### config.mk
export PLATFORM = sky130hd
export DESIGN_NAME = pll_reconfig_ctrl
export DESIGN_NICKNAME = d
export VERILOG_FILES = /design/src/rtl/pll_reconfig_pkg.sv /design/src/rtl/pll_reconfig_ctrl_sel_sync.sv /design/src/rtl/pll_reconfig_ctrl.sv
export SDC_FILE = /design/constraint.sdc
export NUM_CORES = 1
export LEC_CHECK = 0
export BUFFER_PORTS_ARGS = -buffer_cell sky130_fd_sc_hd__buf_4
export CORE_MARGIN = 4
export CORE_UTILIZATION = 50
export DETAILED_ROUTE_END_ITERATION = 7
export GPL_TIMING_DRIVEN = 0
export PLACE_DENSITY = 0.73
export SLEW_MARGIN = 0
export SYNTH_ARGS = -nofsm -noshare
export SYNTH_HDL_FRONTEND = slang
export SYNTH_SLANG_ARGS = --single-unit
### constraint.sdc
create_clock -name clk -period 2.2 [get_ports clk]
set_input_delay 0.44 -clock clk [delete_from_list [all_inputs] [get_ports clk]]
set_output_delay 0.44 -clock clk [all_outputs]
set_load 0.02 [all_outputs]
### src/rtl/pll_reconfig_pkg.sv
`default_nettype none
// ============================================================================
// Module      : pll_reconfig_pkg
// Description : Shared definitions for the PLL reconfiguration controller:
//               pll_cfg register map, sequencer states, handshake window.
// Revision    : 1.0 - initial release
// ============================================================================
package pll_reconfig_pkg;

    // pll_cfg management register addresses
    localparam logic [5:0] REG_MODE  = 6'd0;
    localparam logic [5:0] REG_START = 6'd2;
    localparam logic [5:0] REG_KFRAC = 6'd7;

    // Cycles to wait for waitrequest to rise after START before assuming
    // the reconfiguration already completed.
    localparam int WAITREQ_RISE_WINDOW = 16;

    typedef enum logic [3:0] {
        IDLE      = 4'd0,
        MODE      = 4'd1,
        GAP1      = 4'd2,
        KFRAC     = 4'd3,
        GAP2      = 4'd4,
        START     = 4'd5,
        WAIT_BUSY = 4'd6,
        WAIT_LOCK = 4'd7,
        DONE      = 4'd8
    } state_t;

endpackage
`default_nettype wire

### src/rtl/pll_reconfig_ctrl_sel_sync.sv
`default_nettype none
// ============================================================================
// Module      : sel_sync_stable
// Description : Two-flop synchronizer followed by a stability filter. The
//               output follows the synchronized input only after it has
//               matched its previous value on two consecutive cycles, so a
//               single-cycle glitch never reaches the output.
// Revision    : 1.0 - initial release
// ============================================================================
module sel_sync_stable (
    input  logic clk,
    input  logic reset,
    input  logic din,
    output logic dout,
    output logic valid
);

    logic       r_s1;
    logic       r_s2;
    logic       r_s3;
    logic       r_same_d;
    logic       r_stable;
    logic       r_valid;
    logic [1:0] r_fill;
    logic       w_primed;
    logic       w_same;

    // The pipeline holds reset values, not real samples, until three edges
    // have passed; comparisons before that would validate stale zeros.
    assign w_primed = (r_fill == 2'd3);
    assign w_same   = w_primed && (r_s2 == r_s3);

    // Synchronizer, history register and stability filter
    always_ff @(posedge clk) begin
        if (reset) begin
            r_s1     <= 1'b0;
            r_s2     <= 1'b0;
            r_s3     <= 1'b0;
            r_same_d <= 1'b0;
            r_stable <= 1'b0;
            r_valid  <= 1'b0;
            r_fill   <= 2'd0;
        end else begin
            r_s1     <= din;
            r_s2     <= r_s1;
            r_s3     <= r_s2;
            r_same_d <= w_same;
            if (!w_primed) begin
                r_fill <= r_fill + 2'd1;
            end
            if (w_same && r_same_d) begin
                r_stable <= r_s2;
                r_valid  <= 1'b1;
            end
        end
    end

    assign dout  = r_stable;
    assign valid = r_valid;

endmodule
`default_nettype wire

### src/rtl/pll_reconfig_ctrl.sv
`default_nettype none
// ============================================================================
// Module      : pll_reconfig_ctrl
// Description : Sequences the pll_cfg Avalon-MM management port to switch
//               the PLL between two fractional-K clock profiles, then waits
//               for reconfiguration to finish and the PLL to relock.
// Revision    : 1.0 - initial release
// ============================================================================
module pll_reconfig_ctrl
    import pll_reconfig_pkg::*;
#(
    parameter logic [31:0] K_PROFILE0   = 32'd3639383488,
    parameter logic [31:0] K_PROFILE1   = 32'd3268298314,
    parameter int          GAP_CYCLES   = 2,        // must be >= 1
    parameter int          LOCK_TIMEOUT = 1048576,
    parameter bit          FORCE_INIT   = 1'b1
) (
    input  logic        clk,
    input  logic        reset,
    input  logic        sel,
    input  logic        mgmt_waitrequest,
    output logic        mgmt_write,
    output logic [5:0]  mgmt_address,
    output logic [31:0] mgmt_writedata,
    input  logic        pll_locked,
    output logic        busy,
    output logic        done,
    output logic        applied_sel,
    output logic        lock_err
);

    localparam int              TO_W     = $clog2(LOCK_TIMEOUT) + 1;
    localparam logic [TO_W-1:0] TO_LAST  = TO_W'(LOCK_TIMEOUT - 1);
    localparam int              GAP_W    = $clog2(GAP_CYCLES + 1);
    localparam logic [GAP_W-1:0] GAP_LAST = GAP_W'(GAP_CYCLES - 1);
    localparam int              WIN_W    = $clog2(WAITREQ_RISE_WINDOW);
    localparam logic [WIN_W-1:0] WIN_LAST = WIN_W'(WAITREQ_RISE_WINDOW - 1);

    // Registered state
    state_t            r_state;
    logic              r_target;
    logic              r_init_pending;
    logic              r_busy;
    logic              r_done;
    logic              r_applied;
    logic              r_lock_err;
    logic              r_write;
    logic [5:0]        r_addr;
    logic [31:0]       r_data;
    logic [GAP_W-1:0]  r_gap_cnt;
    logic [WIN_W-1:0]  r_win_cnt;
    logic              r_seen_busy;
    logic [TO_W-1:0]   r_to_cnt;
    logic              r_lock_s1;
    logic              r_lock_s2;

    // Next-state values
    state_t            w_state_nxt;
    logic              w_target_nxt;
    logic              w_init_nxt;
    logic              w_busy_nxt;
    logic              w_done_nxt;
    logic              w_applied_nxt;
    logic              w_lock_err_nxt;
    logic              w_write_nxt;
    logic [5:0]        w_addr_nxt;
    logic [31:0]       w_data_nxt;
    logic [GAP_W-1:0]  w_gap_nxt;
    logic [WIN_W-1:0]  w_win_nxt;
    logic              w_seen_nxt;
    logic [TO_W-1:0]   w_to_nxt;

    logic              w_sel_stable;
    logic              w_sel_valid;
    logic              w_request;

    sel_sync_stable u_sel_sync (
        .clk   (clk),
        .reset (reset),
        .din   (sel),
        .dout  (w_sel_stable),
        .valid (w_sel_valid)
    );

    // Holding off until the filter has produced a real sample makes the
    // post-reset init sequence program the actual select, not its reset value.
    assign w_request = w_sel_valid && ((w_sel_stable != r_applied) || r_init_pending);

    // Lock indicator synchronizer
    always_ff @(posedge clk) begin
        if (reset) begin
            r_lock_s1 <= 1'b0;
            r_lock_s2 <= 1'b0;
        end else begin
            r_lock_s1 <= pll_locked;
            r_lock_s2 <= r_lock_s1;
        end
    end

    // State and output registers
    always_ff @(posedge clk) begin
        if (reset) begin
            r_state        <= IDLE;
            r_target       <= 1'b0;
            r_init_pending <= FORCE_INIT;
            r_busy         <= 1'b0;
            r_done         <= 1'b0;
            r_applied      <= 1'b0;
            r_lock_err     <= 1'b0;
            r_write        <= 1'b0;
            r_addr         <= 6'd0;
            r_data         <= 32'd0;
            r_gap_cnt      <= '0;
            r_win_cnt      <= '0;
            r_seen_busy    <= 1'b0;
            r_to_cnt       <= '0;
        end else begin
            r_state        <= w_state_nxt;
            r_target       <= w_target_nxt;
            r_init_pending <= w_init_nxt;
            r_busy         <= w_busy_nxt;
            r_done         <= w_done_nxt;
            r_applied      <= w_applied_nxt;
            r_lock_err     <= w_lock_err_nxt;
            r_write        <= w_write_nxt;
            r_addr         <= w_addr_nxt;
            r_data         <= w_data_nxt;
            r_gap_cnt      <= w_gap_nxt;
            r_win_cnt      <= w_win_nxt;
            r_seen_busy    <= w_seen_nxt;
            r_to_cnt       <= w_to_nxt;
        end
    end

    // Sequencer next-state logic. A write is launched when waitrequest is
    // sampled low; the registered strobe then lasts exactly one cycle and the
    // bus returns to zero because the write fields default to zero.
    always_comb begin
        w_state_nxt    = r_state;
        w_target_nxt   = r_target;
        w_init_nxt     = r_init_pending;
        w_busy_nxt     = r_busy;
        w_done_nxt     = 1'b0;
        w_applied_nxt  = r_applied;
        w_lock_err_nxt = r_lock_err;
        w_write_nxt    = 1'b0;
        w_addr_nxt     = 6'd0;
        w_data_nxt     = 32'd0;
        w_gap_nxt      = r_gap_cnt;
        w_win_nxt      = r_win_cnt;
        w_seen_nxt     = r_seen_busy;
        w_to_nxt       = r_to_cnt;

        case (r_state)
            IDLE: begin
                if (w_request) begin
                    w_target_nxt = w_sel_stable;
                    w_busy_nxt   = 1'b1;
                    w_init_nxt   = 1'b0;
                    w_state_nxt  = MODE;
                end
            end
            MODE: begin
                if (!mgmt_waitrequest) begin
                    w_write_nxt = 1'b1;
                    w_addr_nxt  = REG_MODE;
                    w_gap_nxt   = '0;
                    w_state_nxt = GAP1;
                end
            end
            GAP1: begin
                if (r_gap_cnt == GAP_LAST) begin
                    w_state_nxt = KFRAC;
                end else begin
                    w_gap_nxt = r_gap_cnt + GAP_W'(1);
                end
            end
            KFRAC: begin
                if (!mgmt_waitrequest) begin
                    w_write_nxt = 1'b1;
                    w_addr_nxt  = REG_KFRAC;
                    w_data_nxt  = r_target ? K_PROFILE1 : K_PROFILE0;
                    w_gap_nxt   = '0;
                    w_state_nxt = GAP2;
                end
            end
            GAP2: begin
                if (r_gap_cnt == GAP_LAST) begin
                    w_state_nxt = START;
                end else begin
                    w_gap_nxt = r_gap_cnt + GAP_W'(1);
                end
            end
            START: begin
                if (!mgmt_waitrequest) begin
                    w_write_nxt = 1'b1;
                    w_addr_nxt  = REG_START;
                    w_win_nxt   = '0;
                    w_seen_nxt  = 1'b0;
                    w_state_nxt = WAIT_BUSY;
                end
            end
            WAIT_BUSY: begin
                if (r_seen_busy) begin
                    if (!mgmt_waitrequest) begin
                        w_to_nxt    = '0;
                        w_state_nxt = WAIT_LOCK;
                    end
                end else if (mgmt_waitrequest) begin
                    w_seen_nxt = 1'b1;
                end else if (r_win_cnt == WIN_LAST) begin
                    w_to_nxt    = '0;
                    w_state_nxt = WAIT_LOCK;
                end else begin
                    w_win_nxt = r_win_cnt + WIN_W'(1);
                end
            end
            WAIT_LOCK: begin
                if (r_lock_s2) begin
                    w_lock_err_nxt = 1'b0;
                    w_done_nxt     = 1'b1;
                    w_state_nxt    = DONE;
                end else if (r_to_cnt == TO_LAST) begin
                    w_lock_err_nxt = 1'b1;
                    w_done_nxt     = 1'b1;
                    w_state_nxt    = DONE;
                end else begin
                    w_to_nxt = r_to_cnt + TO_W'(1);
                end
            end
            DONE: begin
                w_applied_nxt = r_target;
                w_busy_nxt    = 1'b0;
                w_state_nxt   = IDLE;
            end
            default: begin
                w_state_nxt = IDLE;
            end
        endcase
    end

    assign mgmt_write     = r_write;
    assign mgmt_address   = r_addr;
    assign mgmt_writedata = r_data;
    assign busy           = r_busy;
    assign done           = r_done;
    assign applied_sel    = r_applied;
    assign lock_err       = r_lock_err;

endmodule
`default_nettype wire

==> run_results.csv <==
group,metric,value,unit
cells_and_area,antenna_cells,0,
synthesis,synth_top_area_share,0.392,
clocking,h-tree-depth,2,
detailed_routing,wl_per_cell,12.9,microns
run_status,outcome,"finished clean",
setup_path,slowest_stage,"or3_1",
sta,totalNegativeSetupSlack,0,ns
setup_path,cp-end-kind,"flop",
pwr,power.total,2.09,mW
setup_path,cp.arrival,2.32,ns
sta,period_share,0.969,
detailed_routing,vias,2299,
synthesis,ys_seq_area_frac,0.392,
cells_and_area,n_fill_cell,458,
min_path,hold_path.class,"primary input to flop",
clocking,cts_tree,"built",
placement,dp_cells,424,
placement,portBuffers,32,
grt,grt_overflow,0,
cells_and_area,fin_util,0.633,
floorplanning,die_width,82.3,microns
clocking,cts_hold_buf,0,
sta,holdWs,0.343,ns
pwr,vdd_drop_max,0.349,mV
floorplanning,die_h,82.3,microns
detailed_routing,dr.pass1.iters,4,
floorplanning,initial_core_util,0.526,
sta,setup_violations,0,
synthesis,synthFlopType,"dfxtp_1",
cells_and_area,drive_above_1_share,0.289,
detailed_routing,ant_nets,0,
pwr,power_leakage,1.33,nW
sta,worst_slew_pin_slew,0.650,ns
floorplanning,rows,26,
setup_path,worstPathMaxFanout,5,
synthesis,yosys_warnings,0,
detailed_routing,route.final.wire_length,5.65,mm
sta,rsz0062_at_grt,"yes",
clocking,clock-sinks,54,
floorplanning,ios,48,
cells_and_area,fin_cells,437,
sta,finalHoldViolCount,0,
sta,slew_viol_final,0,
flow_run,maxCapViolCount,0,
cells_and_area,synthToLayoutAreaGrowth,20.2,%
clocking,clk_pin_slew,0.09,ns
synthesis,synth_cells,309,
placement,dp_hpwl,4.15,mm
clocking,numCtsBuffers,5,
synthesis,async_flop_share,0,
sta,slew_headroom,0.564,
clocking,clock_path_buffers,2,
synthesis,synth_area_leaders,"dfxtp_1 (39%), buf_4 (9.0%), xnor2_1 (6.0%)",
grt,grt_pass1_wl,8.95,mm
setup_path,crit_family,"simple AND/OR/NAND/NOR gates",
detailed_routing,drtIter0Drc,169,
detailed_routing,drc,0,
setup_path,r2r_slack,0.07,ns
setup_path,required,2.38,ns
cells_and_area,multiInputGateArea,0.00141,sq mm
synthesis,synth_seq_cells,54,
setup_path,cp_num_buf_inv,0,
grt,track_usage,0.170,
cells_and_area,nets,377,
grt,antenna_found_initial,0,
setup_path,worst-setup-path-type,"flop to flop",
sta,fmax,469,MHz
sta,fin_crit,2.13,ns
setup_path,critPathLaunchType,"flop",
synthesis,yosysTopAreaCell,"dfxtp_1",
synthesis,synth_area,0.00276,sq mm
setup_path,path_cells,"ha_1 -> nand4_2 -> or3_1 -> a2111oi_1 -> xnor2_1 -> nor2_1",
synthesis,synth-edff-count,0,
synthesis,post-synth-top-count-cell,"dfxtp_1",
setup_path,slowest_delay,0.48,ns
placement,gp_congestion,0.888,
detailed_routing,vias_per_cell,5.26,
clocking,cts_root_buffer,"clkbuf_8",
synthesis,syn_area_per_cell,8.92,sq um
synthesis,synth_common_cells,"dfxtp_1 (54), buf_4 (33), nor2_1 (26)",
synthesis,synth.distinct_cells,55,
grt,grt_max_degree,15,
floorplanning,dieArea,0.00677,sq mm
floorplanning,coreArea,0.00524,sq mm
cells_and_area,seq_area,0.00108,sq mm
grt,grt_pass1_vias,1981,
clocking,worstSkewPairLatency,0.31,ns
pwr,power_density,630,mW/mm^2
sta,fin_skew,0.00992,ns
==> final cells by class <==
type / count / area share
Clock buffer: 6 / 0.0249
Inverter: 8 / 0.00906
Tap cell: 70 / 0.0264
Multi-Input combinational cell: 213 / 0.426
Timing Repair Buffer: 40 / 0.0906
Buffer: 46 / 0.0955
Sequential cell: 54 / 0.327
==> metal layers <==
metal,track usage,up-vias,share of wire
li1,-,1175,-
met3,0.0434,7,0.079
met2,0.266,61,0.44
met5,0,-,0
met1,0.229,1056,0.47
met4,0.0498,0,0.011
==> cells in the final DEF, fill, tap and decap left out, types with 4 or more instances in the layout <==
master,count
a211oi_1,9
a21oi_1,15
and3_1,6
buf_4,73
clkbuf_1,6
clkbuf_8,6
conb_1,14
dfxtp_1,52
ha_1,4
inv_1,8
mux2i_1,5
nand2_1,16
nand2b_1,4
nand3_1,8
nand4_1,4
nor2_1,25
nor2b_1,6
nor3_1,8
nor4_1,7
o21ai_0,8
or2_2,4
or3_1,8
xnor2_1,19
==> cells by family after synthesis <==
kind of cell | Yosys count | share of synthesized area
mux | 6 | 0.0222
buf+inv | 55 | 0.127
fa+ha+maj | 4 | 0.0182
compound gates | 56 | 0.143
simple gates | 112 | 0.229
xor+xnor | 21 | 0.0667
flops | 54 | 0.392
other cells | 1 | 0.00136
==> worst paths after layout <==
check                             startpoint                          to  cells past startpoint
hold / removal                    pll_locked        r_lock_s1$_SDFF_PP0_                      2
hold reg to reg   u_sel_sync.r_s1$_SDFF_PP0_  u_sel_sync.r_s2$_SDFF_PP0_                      1
setup reg to reg    r_to_cnt[0]$_SDFFE_PP0P_   r_to_cnt[14]$_SDFFE_PP0P_                      6
setup / recovery    r_to_cnt[0]$_SDFFE_PP0P_   r_to_cnt[14]$_SDFFE_PP0P_                      6
==> sequential cells by signal, indices dropped and copies added, names as in the netlist, 2 cells and up <==
name / count
mgmt_address: 2
r_win_cnt: 4
u_sel_sync.r_fill: 2
mgmt_writedata: 3
r_gap_cnt: 2
r_state: 4
r_to_cnt: 21
==> report_power, final <==
group	internal (mW)	leakage (nW)	total [mW]	switching, mW
Clock	0.243	0.0431	0.543	0.299
Combinational	0.210	0.853	0.478	0.267
Sequential	1.02	0.438	1.07	0.0446
==> what timing repair did <==
action                     in CTS  in global routing
setup endpoints to repair      17                 25
resized for setup               4                 11
cloned                          0                  0
setup buffers                   0                  8
pin swaps                       1                  3
==> per-stage QoR <==
step,setup slack (ns),cell area [sq um]
after CTS,0.00921,3220
after global placement,-0.189,3130
after global routing,-0.0831,3310
after floorplan,0.105,2810
after detailed placement,-0.170,3130
final,0.0685,3310
Power figures use the tool's default switching activity.
